File: config.mk
export PLATFORM = sky130hd
export DESIGN_NAME = spi_reg_loader
export DESIGN_NICKNAME = d
export VERILOG_FILES = /design/src/rtl/spi_reg_pkg.sv /design/src/rtl/sync_2ff.sv /design/src/rtl/spi_reg_loader.sv
export SDC_FILE = /design/constraint.sdc
export NUM_CORES = 1
export LEC_CHECK = 0
export CELL_PAD_IN_SITES_DETAIL_PLACEMENT = 0
export CELL_PAD_IN_SITES_GLOBAL_PLACEMENT = 1
export CORE_AREA = 2 2 64 81
export CTS_CLUSTER_SIZE = 24
export DETAILED_ROUTE_END_ITERATION = 10
export DIE_AREA = 0 0 66 83
export DONT_BUFFER_PORTS = 1
export PLACE_DENSITY = 0.9
export SLEW_MARGIN = 20
export SYNTH_ARGS = -nofsm -noshare
export SYNTH_HDL_FRONTEND = slang
export SYNTH_SLANG_ARGS = --single-unit
export TNS_END_PERCENT = 1
File: constraint.sdc
create_clock -name clk -period 2.85 [get_ports clk]
set_clock_uncertainty 0.05 [all_clocks]
set_input_delay 0.57 -clock clk [delete_from_list [all_inputs] [get_ports clk]]
set_output_delay 0.57 -clock clk [all_outputs]
set_load 0.02 [all_outputs]
File: src/rtl/spi_reg_pkg.sv
// Shared constants, state encodings and frame payload type for the SPI register loader.
// Build option: SPI_PARITY_CHECK_EN adds a trailing even-parity bit to every frame.
package spi_reg_pkg;

    localparam int unsigned ADDR_W    = 3;
    localparam int unsigned DATA_W    = 5;
    localparam int unsigned PAYLOAD_W = ADDR_W + DATA_W;

`ifdef SPI_PARITY_CHECK_EN
    localparam int unsigned FRAME_BITS = PAYLOAD_W + 1;
`else
    localparam int unsigned FRAME_BITS = PAYLOAD_W;
`endif

    localparam int unsigned BIT_CNT_W = $clog2(FRAME_BITS + 1);

    typedef enum logic [1:0] {
        I_IDLE,
        I_SHIFT,
        I_DONE
    } in_state_e;

    typedef enum logic [1:0] {
        O_IDLE,
        O_HIGH,
        O_LOW
    } out_state_e;

    // One register write: first bit received lands in addr[2]
    typedef struct packed {
        logic [ADDR_W-1:0] addr;
        logic [DATA_W-1:0] data;
    } reg_frame_t;

endpackage

File: src/rtl/sync_2ff.sv
// Multi-flop synchronizer for one asynchronous input bit.
// Ports: clk, rst (async active-high), rst_val (level loaded on reset), d (async in), q (synced out).
// STAGES below 2 is raised to 2.
module sync_2ff #(
    parameter int unsigned STAGES = 2
) (
    input  logic clk,
    input  logic rst,
    input  logic rst_val,
    input  logic d,
    output logic q
);

    localparam int unsigned N = (STAGES < 2) ? 2 : STAGES;

    logic [N-1:0] sync_q;
    logic [N-1:0] sync_d;

    always_comb begin
        sync_d = {sync_q[N-2:0], d};
    end

    always_ff @(posedge clk or posedge rst) begin
        if (rst) begin
            sync_q <= {N{rst_val}};
        end else begin
            sync_q <= sync_d;
        end
    end

    assign q = sync_q[N-1];

endmodule

File: src/rtl/spi_reg_loader.sv
// SPI mode-0 slave that assembles {address[2:0], data[4:0]} frames and replays each
// as a stretched write_strobe pulse for signal_generator; one frame can wait in a pending slot.
// Ports: clk, rst (async active-high); sclk, cs_n, mosi (async SPI inputs);
//        write_strobe, address[2:0], data[4:0] (register write to signal_generator);
//        busy (strobe machine active or frame pending); overrun, parity_err (sticky flags).
// Build option: SPI_PARITY_CHECK_EN enables a 9th even-parity bit and the parity_err flag.
module spi_reg_loader
    import spi_reg_pkg::*;
#(
    parameter int unsigned STROBE_HOLD = 50,
    parameter int unsigned SYNC_STAGES = 2
) (
    input  logic       clk,
    input  logic       rst,
    input  logic       sclk,
    input  logic       cs_n,
    input  logic       mosi,
    output logic       write_strobe,
    output logic [2:0] address,
    output logic [4:0] data,
    output logic       busy,
    output logic       overrun,
    output logic       parity_err
);

    localparam int unsigned HOLD_W = $clog2(STROBE_HOLD + 1);
    localparam logic [HOLD_W-1:0] HOLD_LAST = HOLD_W'(STROBE_HOLD - 1);

    // Synchronizers, reset to the idle bus levels
    logic sclk_s, cs_n_s, mosi_s;

    sync_2ff #(.STAGES(SYNC_STAGES)) u_sync_sclk (
        .clk(clk), .rst(rst), .rst_val(1'b0), .d(sclk), .q(sclk_s)
    );
    sync_2ff #(.STAGES(SYNC_STAGES)) u_sync_cs_n (
        .clk(clk), .rst(rst), .rst_val(1'b1), .d(cs_n), .q(cs_n_s)
    );
    sync_2ff #(.STAGES(SYNC_STAGES)) u_sync_mosi (
        .clk(clk), .rst(rst), .rst_val(1'b0), .d(mosi), .q(mosi_s)
    );

    // Edge detection on the synchronized SPI controls
    logic sclk_prev_q, cs_n_prev_q;
    logic sclk_rise, cs_fall, cs_rise;

    assign sclk_rise = sclk_s & ~sclk_prev_q;
    assign cs_fall   = ~cs_n_s & cs_n_prev_q;
    assign cs_rise   = cs_n_s & ~cs_n_prev_q;

    // Input side state
    in_state_e              in_state_q, in_state_d;
    logic [BIT_CNT_W-1:0]   bit_cnt_q, bit_cnt_d;
    logic [FRAME_BITS-1:0]  shift_q, shift_d;
    logic                   frame_done_q, frame_done_d;
    reg_frame_t             frame_q, frame_d;
`ifdef SPI_PARITY_CHECK_EN
    logic                   parity_err_q, parity_err_d;
`endif

    // Output side state
    out_state_e             out_state_q, out_state_d;
    logic [HOLD_W-1:0]      hold_cnt_q, hold_cnt_d;
    reg_frame_t             out_frame_q, out_frame_d;
    reg_frame_t             pend_q, pend_d;
    logic                   pend_valid_q, pend_valid_d;
    logic                   overrun_q, overrun_d;
    logic                   strobe_q, strobe_d;
    logic                   busy_q, busy_d;
    logic                   frame_taken;

    // Input FSM: frame assembly
    always_comb begin
        in_state_d   = in_state_q;
        bit_cnt_d    = bit_cnt_q;
        shift_d      = shift_q;
        frame_done_d = 1'b0;
        frame_d      = frame_q;
`ifdef SPI_PARITY_CHECK_EN
        parity_err_d = parity_err_q;
`endif
        case (in_state_q)
            I_IDLE: begin
                if (cs_fall) begin
                    in_state_d = I_SHIFT;
                    bit_cnt_d  = '0;
                end
            end
            I_SHIFT: begin
                if (cs_rise) begin
                    // Short frame is discarded
                    in_state_d = I_IDLE;
                end else if (sclk_rise) begin
                    shift_d   = {shift_q[FRAME_BITS-2:0], mosi_s};
                    bit_cnt_d = bit_cnt_q + BIT_CNT_W'(1);
                    if (bit_cnt_d == BIT_CNT_W'(FRAME_BITS)) begin
                        in_state_d = I_DONE;
`ifdef SPI_PARITY_CHECK_EN
                        // Even parity: payload bits plus parity bit must XOR to 0
                        if (^shift_d) begin
                            parity_err_d = 1'b1;
                        end else begin
                            frame_done_d = 1'b1;
                            frame_d      = reg_frame_t'(shift_d[FRAME_BITS-1:1]);
                        end
`else
                        frame_done_d = 1'b1;
                        frame_d      = reg_frame_t'(shift_d);
`endif
                    end
                end
            end
            I_DONE: begin
                if (cs_rise) begin
                    in_state_d = I_IDLE;
                end
            end
            default: begin
                in_state_d = I_IDLE;
            end
        endcase
    end

    // Output FSM: strobe stretching and pending slot
    always_comb begin
        out_state_d  = out_state_q;
        hold_cnt_d   = hold_cnt_q;
        out_frame_d  = out_frame_q;
        pend_d       = pend_q;
        pend_valid_d = pend_valid_q;
        overrun_d    = overrun_q;
        frame_taken  = 1'b0;
        strobe_d     = (out_state_q == O_HIGH);
        busy_d       = (out_state_q != O_IDLE) || pend_valid_q;

        case (out_state_q)
            O_IDLE: begin
                if (frame_done_q) begin
                    out_frame_d = frame_q;
                    hold_cnt_d  = '0;
                    out_state_d = O_HIGH;
                    frame_taken = 1'b1;
                end
            end
            O_HIGH: begin
                if (hold_cnt_q == HOLD_LAST) begin
                    hold_cnt_d  = '0;
                    out_state_d = O_LOW;
                end else begin
                    hold_cnt_d = hold_cnt_q + HOLD_W'(1);
                end
            end
            O_LOW: begin
                if (hold_cnt_q == HOLD_LAST) begin
                    hold_cnt_d = '0;
                    if (pend_valid_q) begin
                        out_frame_d  = pend_q;
                        pend_valid_d = 1'b0;
                        out_state_d  = O_HIGH;
                    end else if (frame_done_q) begin
                        // Arrival on the closing cycle with nothing queued goes straight out
                        out_frame_d = frame_q;
                        out_state_d = O_HIGH;
                        frame_taken = 1'b1;
                    end else begin
                        out_state_d = O_IDLE;
                    end
                end else begin
                    hold_cnt_d = hold_cnt_q + HOLD_W'(1);
                end
            end
            default: begin
                out_state_d = O_IDLE;
                hold_cnt_d  = '0;
            end
        endcase

        // Frames arriving while busy: queue if the slot is (or just became) free
        if (frame_done_q && !frame_taken) begin
            if (!pend_valid_d) begin
                pend_d       = frame_q;
                pend_valid_d = 1'b1;
            end else begin
                overrun_d = 1'b1;
            end
        end
    end

    always_ff @(posedge clk or posedge rst) begin
        if (rst) begin
            sclk_prev_q  <= 1'b0;
            cs_n_prev_q  <= 1'b1;
            in_state_q   <= I_IDLE;
            bit_cnt_q    <= '0;
            shift_q      <= '0;
            frame_done_q <= 1'b0;
            frame_q      <= '0;
            out_state_q  <= O_IDLE;
            hold_cnt_q   <= '0;
            out_frame_q  <= '0;
            pend_q       <= '0;
            pend_valid_q <= 1'b0;
            overrun_q    <= 1'b0;
            strobe_q     <= 1'b0;
            busy_q       <= 1'b0;
        end else begin
            sclk_prev_q  <= sclk_s;
            cs_n_prev_q  <= cs_n_s;
            in_state_q   <= in_state_d;
            bit_cnt_q    <= bit_cnt_d;
            shift_q      <= shift_d;
            frame_done_q <= frame_done_d;
            frame_q      <= frame_d;
            out_state_q  <= out_state_d;
            hold_cnt_q   <= hold_cnt_d;
            out_frame_q  <= out_frame_d;
            pend_q       <= pend_d;
            pend_valid_q <= pend_valid_d;
            overrun_q    <= overrun_d;
            strobe_q     <= strobe_d;
            busy_q       <= busy_d;
        end
    end

`ifdef SPI_PARITY_CHECK_EN
    always_ff @(posedge clk or posedge rst) begin
        if (rst) begin
            parity_err_q <= 1'b0;
        end else begin
            parity_err_q <= parity_err_d;
        end
    end

    assign parity_err = parity_err_q;
`else
    assign parity_err = 1'b0;
`endif

    assign write_strobe = strobe_q;
    assign address      = out_frame_q.addr;
    assign data         = out_frame_q.data;
    assign busy         = busy_q;
    assign overrun      = overrun_q;

endmodule

==> key figures, run 1 <==
Clock network
  • CTS clk-pin slew, worst paths: 60 ps
  • Clk sinks: 58
  • Root Buffer: clkbuf_8
  • Post-CTS setup repair buffer count: 0
  • H-tree depth: 3
  • Num CTS Buffers: 9
  • CTS tree: yes
  • Post-CTS Resized: 0
  • Clk buf depth: 2
  • Hold_buf cts: 0
  • Clock Latency Late Sink: 330 ps

Synth
  • Syn Nets: 220
  • Unique masters post-synth: 43
  • Syn Area/Cell: 12.3 sq um
  • Post-Syn Area: 2540 sq um
  • Mapped Cells: 207
  • Ys flop type: dfrtp_1
  • Fraction of the yosys area taken by sequential cells: 0.573
  • Fraction of registers with async set/reset: 1.00
  • Yosys warning count: 0
  • EDFF count, synth: 0
  • Yosys reg bits: 58

Critical path
  • Crit-path max FO: 8
  • Worst path buffer plus inverter count: 1
  • Worst r2r src: hold_cnt_q[1]
  • Setup Crit Path Kind: reg2reg
  • Slowest cell delay on critical path: 480 ps
  • Setup crit end kind: register
  • Family with the most delay on the worst path: simple AND/OR/NAND/NOR gates
  • Critical path, cell by cell: inv_1 -> ha_1 -> and4bb_2 -> a31oi_1 -> nor4_4 -> mux2_2
  • CP startpoint kind: register
  • Critical path data arrival time: 2260 ps
  • Req. time, crit path: 3010 ps
  • R2R cell count: 6
  • R2r setup slk: 750 ps
  • Reg2reg end: pend_q[7]
  • Slowest-stage cell, CP: nor4_4

GRT
  • Largest net degree at the start of global routing: 29
  • GRT overflow: 0
  • Initial antenna violation count: 0
  • Global-route wire length before repair: 7370 microns
  • Gr usage total: 0.177
  • Vias in the first global route: 1639

STA
  • Max Slew Vio Count: 0
  • Slew headroom: 0.578
  • Crit path time final: 2100 ps
  • RSZ-0062 raised after global routing: false
  • Worst-Margin Slew: 632 ps
  • Final worst setup slack: 747 ps
  • Period utilisation layout: 0.738
  • Fin. Hold Viols: 0
  • Final setup viols: 0
  • F_max: 475 MHz
  • Setup_tns: 0 ps

Die
  • Core outline area: 4690 sq um
  • Die W: 66 microns
  • Die area: 5480 sq um
  • Num rows: 28
  • Initial Util: 0.541
  • Height of the chip: 83 microns
  • Ports: 17

Finish
  • Layout Nets: 227
  • Area delta synth->final: 9.75%
  • Ant diodes: 0
  • Layout cell share with drive strength beyond 1: 0.229

Run
  • Max-cap violations: 0

Power and ir drop
  • VDD IR-drop max: 0.000400 V
  • PD cells: 732 nW/um^2
  • LEAKAGE: 1.29 nW

Route
  • Residual DRC: 0
  • Final antenna-violating net count: 0
  • Avg WL per Cell: 15.1 microns
  • Pre-Repair DR Iteration Count: 4
  • DR vias/cell: 5.55
  • Drt initial violations: 84
  • Vias: 1544
  • Routed WL: 4190 microns

Place
  • Gpl congestion: 0.789
  • Post-DP HPWL: 2860 microns
  • Buffers on Ports: 0
  • Post-placement setup slack: 765 ps

Worst hold path
  • Worst hold path type: in2async

Run status
  • Outcome: complete, no violations
how the worst max path moves through the flow:
| stage | from | to | slack (ps) | depth (start not counted) |
|---|---|---|---|---|
| final | hold_cnt_q[1] | pend_q[7] | 750 | 6 |
| after global routing | hold_cnt_q[1] | pend_q[6] | 620 | 6 |
| after CTS | hold_cnt_q[1] | pend_q[7] | 740 | 6 |
| after detailed placement | hold_cnt_q[1] | pend_q[6] | 760 | 6 |
| after global placement | hold_cnt_q[0] | pend_q[2] | 770 | 5 |
| after floorplan | rst | address[0] | 810 | 1 |
Yosys cell counts, drive strengths merged, types with 3 or more instances:
master | instances | share of area
nor2b | 4 | 0.0098
dfrtp | 55 | 0.54
ha | 8 | 0.039
clkbuf | 4 | 0.0059
o21ai | 20 | 0.039
nand3 | 6 | 0.012
a21oi | 5 | 0.0098
nand3b | 8 | 0.024
dfstp | 3 | 0.031
inv | 9 | 0.013
nand2 | 12 | 0.018
a2bb2oi | 7 | 0.024
mux2 | 24 | 0.11
nor2 | 10 | 0.015
per-layer routing:
| layer | GRT usage | wire length (microns) | part of all wire | vias up |
|---|---|---|---|---|
| met1 | 0.228 | 1920 | 0.46 | 760 |
| li1 | - | - | - | 753 |
| met3 | 0.0461 | 105 | 0.025 | 9 |
| met4 | 0.100 | 99 | 0.024 | 0 |
| met2 | 0.269 | 2060 | 0.49 | 22 |
| met5 | 0 | 0 | 0 | - |
power by group:
group | leakage (nW) | internal, mW | switching, mW
Clock | 0.0962 | 0.420 | 0.296
Combinational | 0.425 | 0.129 | 0.183
Sequential | 0.769 | 0.922 | 0.0922
worst reg2reg max path, delay by kind of cell, from the launching register on:
family | cells | cell delay, ps
adders and majority gates | 1 | 150
DFF | 1 | 410
AOI/OAI and AO/OA | 1 | 180
and+or+nand+nor | 2 | 730
muxes | 1 | 400
buffers and inverters | 1 | 70
per-stage QoR:
stage | std cells | instance area, sq um | util | power (mW) | hold WS, ps
after floorplan | 207 | 2540 | - | 1.27 | 281
after global placement | 263 | 2600 | 0.555 | 1.33 | 282
after detailed placement | 263 | 2600 | 0.555 | 1.34 | 286
after CTS | 278 | 2790 | 0.594 | 2.07 | 159
after global routing | 278 | 2790 | 0.594 | 2.17 | 178
final | 278 | 2790 | 0.594 | 2.04 | 146
flip-flops by register name, summed over array words and instances, names as in the netlist, 2 cells and up:
register            count
u_sync_cs_n.sync_q      2
pend_q                  8
out_state_q             2
u_sync_mosi.sync_q      2
address                 3
data                    5
bit_cnt_q               4
in_state_q              2
shift_q                 7
u_sync_sclk.sync_q      2
hold_cnt_q              6
frame_q                 8
cells in the final DEF (no fill, tap or decap), types with 2 or more instances in the layout:
master / count
inv_1: 8
o31ai_1: 2
nand3b_1: 8
a2bb2oi_1: 7
buf_4: 2
nor2b_1: 4
clkinv_2: 2
nor3b_1: 2
clkbuf_1: 2
mux2_2: 24
a21oi_1: 5
dfstp_2: 3
nand3_1: 6
o21ai_0: 20
dfrtp_1: 55
nor2_1: 10
ha_1: 8
o21a_1: 2
clkbuf_8: 10
nand2_1: 12
cell families (layout without fill, tap and decap cells):
kind of cell | Yosys count | count (layout) | share of synthesized area
xor+xnor | 2 | 2 | 0.00689
buf+inv | 15 | 26 | 0.0241
compound gates | 48 | 48 | 0.126
flops | 58 | 58 | 0.573
other cells | 1 | 1 | 0.00148
simple gates | 50 | 50 | 0.119
fa+ha+maj | 8 | 8 | 0.0394
mux | 25 | 25 | 0.110
cell type report:
| class | instances | area (sq um) |
|---|---|---|
| inverter | 9 | 33.8 |
| clock buffer | 12 | 145 |
| fill | 396 | 1910 |
| sequential | 58 | 1460 |
| timing repair buffer | 2 | 15.0 |
| multi-input combinational | 134 | 1020 |
| tap | 60 | 75.1 |
| clock inverter | 3 | 40.0 |
(Power assumes the default switching activity.)
==> inputs of run 2 (changes only) <==
Settings changed: ABC_AREA set to 1, CORE_AREA 2 2 64 81 to 2 2 70 89, DIE_AREA 0 0 66 83 to 0 0 72 91, PLACE_DENSITY 0.9 to 0.84.
Clock period 2.85 ns to 2.12 ns, I/O delays scaled along.
==> run 2 against run 1 <==
Compared with the run above: worst setup slack lost 310 ps; cell count grew 31%; largest cell class unchanged; clock-buffer cell count is the same; final area grew 4.6%; sequential power grew 34%; via count grew 15%.
==> key figures, run 2 <==
Die
  • Ports: 17 (unchanged)
  • Num rows: 31 (was 28)
  • Die W: 72 microns (was 66 microns)
  • Height of the chip: 91 microns (was 83 microns)
  • Initial Util: 0.471 (was 0.541)
  • Die area: 6550 sq um (was 5480 sq um)
  • Core outline area: 5700 sq um (was 4690 sq um)

Synth
  • Mapped Cells: 286 (was 207)
  • Ys flop type: dfrtp_1 (unchanged)
  • Yosys reg bits: 58 (unchanged)
  • Synth cell count leaders: nand2_1 (68), dfrtp_1 (55), inv_1 (33) (was dfrtp_1 (55), mux2_2 (24), o21ai_0 (20))
  • Fraction of the yosys area taken by sequential cells: 0.542 (was 0.573)
  • Fraction of registers with async set/reset: 1.00 (unchanged)
  • EDFF count, synth: 0 (unchanged)
  • Syn Nets: 299 (was 220)
  • Most common cell in the synthesized netlist: nand2_1 (was dfrtp_1)
  • Syn Area/Cell: 9.39 sq um (was 12.3 sq um)
  • Post-synth top area share: 0.513 (was 0.542)
  • Post-Syn Area: 2690 sq um (was 2540 sq um)
  • Area leader, netlist: dfrtp_1 (unchanged)
  • Unique masters post-synth: 31 (was 43)
  • Area contributors post-synth: dfrtp_1 (51%), nand2_1 (9.5%), inv_1 (4.6%) (was dfrtp_1 (54%), mux2_2 (11%), ha_1 (3.9%))
  • Yosys warning count: 0 (unchanged)

Route
  • Drt initial violations: 122 (was 84)
  • Final antenna-violating net count: 0 (unchanged)
  • Routed WL: 4290 microns (was 4190 microns)
  • Residual DRC: 0 (unchanged)
  • DR vias/cell: 4.88 (was 5.55)
  • Avg WL per Cell: 11.8 microns (was 15.1 microns)
  • Vias: 1771 (was 1544)
  • Pre-Repair DR Iteration Count: 4 (unchanged)

Finish
  • Area delta synth->final: 8.62% (was 9.75%)
  • Top flop regs: frame_q (8), pend_q (8), shift_q (7) (unchanged)
  • Layout cell share with drive strength beyond 1: 0.152 (was 0.229)
  • Ant diodes: 0 (unchanged)
  • Most frequent cells in the layout: nand2_1 (68), dfrtp_1 (55), inv_1 (32) (was dfrtp_1 (55), mux2_2 (24), o21ai_0 (20))
  • Commonest non-fill, non-tap cell in the layout: nand2_1 (was dfrtp_1)
  • Non-filler cells, final: 363 (was 278)
  • Layout Nets: 306 (was 227)

Clock network
  • Root Buffer: clkbuf_8 (unchanged)
  • Post-CTS setup repair buffer count: 0 (unchanged)
  • Num CTS Buffers: 9 (unchanged)
  • Clk buf depth: 2 (unchanged)
  • H-tree depth: 3 (unchanged)
  • Clk sinks: 58 (unchanged)
  • CTS clk-pin slew, worst paths: 60 ps (about the same)
  • Hold_buf cts: 1 (was 0)
  • Clock Latency Late Sink: 330 ps (about the same)
  • CTS tree: yes (unchanged)
  • Post-CTS Resized: 0 (unchanged)

Power and ir drop
  • LEAKAGE: 1.39 nW (was 1.29 nW)
  • Overall Power: 2.86 mW (was 2.04 mW)
  • PD cells: 981 nW/um^2 (was 732 nW/um^2)
  • VDD IR-drop max: 0.000455 V (was 0.000400 V)

GRT
  • Initial antenna violation count: 0 (unchanged)
  • Largest net degree at the start of global routing: 26 (was 29)
  • Vias in the first global route: 1757 (was 1639)
  • Global-route wire length before repair: 7740 microns (was 7370 microns)
  • Gr usage total: 0.154 (was 0.177)
  • GRT overflow: 0 (unchanged)

Critical path
  • Crit-path max FO: 5 (was 8)
  • CP startpoint kind: register (unchanged)
  • Req. time, crit path: 2280 ps (was 3010 ps)
  • Setup Crit Path Kind: reg2reg (unchanged)
  • Setup crit end kind: register (unchanged)
  • Critical path data arrival time: 1840 ps (was 2260 ps)

STA
  • Crit path time final: 1680 ps (was 2100 ps)
  • Worst-Margin Slew: 513 ps (was 632 ps)
  • Final setup viols: 0 (unchanged)
  • Setup_tns: 0 ps (unchanged)
  • F_max: 595 MHz (was 475 MHz)
  • Slew headroom: 0.658 (was 0.578)
  • RSZ-0062 raised after global routing: false (unchanged)
  • Max Slew Vio Count: 0 (unchanged)
  • Fin. Hold Viols: 0 (unchanged)
  • Period utilisation layout: 0.792 (was 0.738)

Run
  • Max-cap violations: 0 (unchanged)

Place
  • Gpl congestion: 0.814 (was 0.789)
  • Placed insts: 347 (was 263)
  • Buffers on Ports: 0 (unchanged)
  • Post-DP HPWL: 3040 microns (was 2860 microns)

Worst hold path
  • Worst hold path type: in2reg (was in2async)

Run status
  • Outcome: complete, no violations (unchanged)
run 2: worst max-delay path, stage by stage, from the launching register on:
cell,delay [ps]
dfrtp_1,390
inv_1,90
ha_1,230
inv_1,150
nor2_1,110
nor3_1,300
nand3_1,120
nand2_1,90
nor2_1,40
run 2: final timing paths:
| check | start | endpoint | slack [ps] | depth (start not counted) |
|---|---|---|---|---|
| setup / recovery | out_state_q[1] | hold_cnt_q[5] | 440 | 8 |
| hold / removal | cs_n | u_sync_cs_n.sync_q[0] | 40 | 0 |
| setup reg to reg | out_state_q[1] | hold_cnt_q[5] | 440 | 8 |
| hold reg to reg | u_sync_mosi.sync_q[0] | u_sync_mosi.sync_q[1] | 300 | 0 |
| max in group asynchronous | rst | shift_q[5] | 840 | 3 |
| min in group asynchronous | rst | in_state_q[1] | 540 | 2 |
run 2: cell type report:
type | instances | area (sq um)
tap | 66 | 82.6
fill | 539 | 2790
clock buffer | 12 | 145
timing repair buffer | 4 | 32.5
sequential | 58 | 1460
multi-input combinational | 186 | 1030
inverter | 34 | 129
clock inverter | 3 | 40.0
run 2: kinds of logic (layout without fill, tap and decap cells):
kind of cell	after synthesis	in the layout	synth area share
compound gates	49	49	0.110
xor+xnor	4	4	0.0158
fa+ha+maj	8	8	0.0373
buf+inv	42	53	0.0736
flops	58	58	0.542
other cells	1	1	0.00140
simple gates	124	124	0.219
run 2: metal layers:
layer  up-vias  track usage  routed length, microns  share of wire
li1        929            -                       -              -
met1       816        0.179                    2010           0.47
met2        19        0.248                    2070           0.48
met3         7       0.0566                     127          0.030
met4         0       0.0723                      81          0.019
met5         -            0                       0              0
run 2: power breakdown:
group | internal, mW | switching, mW
registers | 1.24 | 0.113
clock network | 0.565 | 0.415
logic | 0.171 | 0.358
run 2: stage by stage:
step | setup slack (ps) | hold WS, ps | cell area [sq um] | utilization
2_1_floorplan | 223 | 281 | 2690 | -
3_3_place_gp | 517 | 283 | 2720 | 0.477
3_5_place_dp | 452 | 285 | 2720 | 0.477
4_1_cts | 438 | 17.5 | 2920 | 0.512
5_1_grt | 261 | 7.56 | 2920 | 0.512
6_report | 440 | 40.0 | 2920 | 0.512
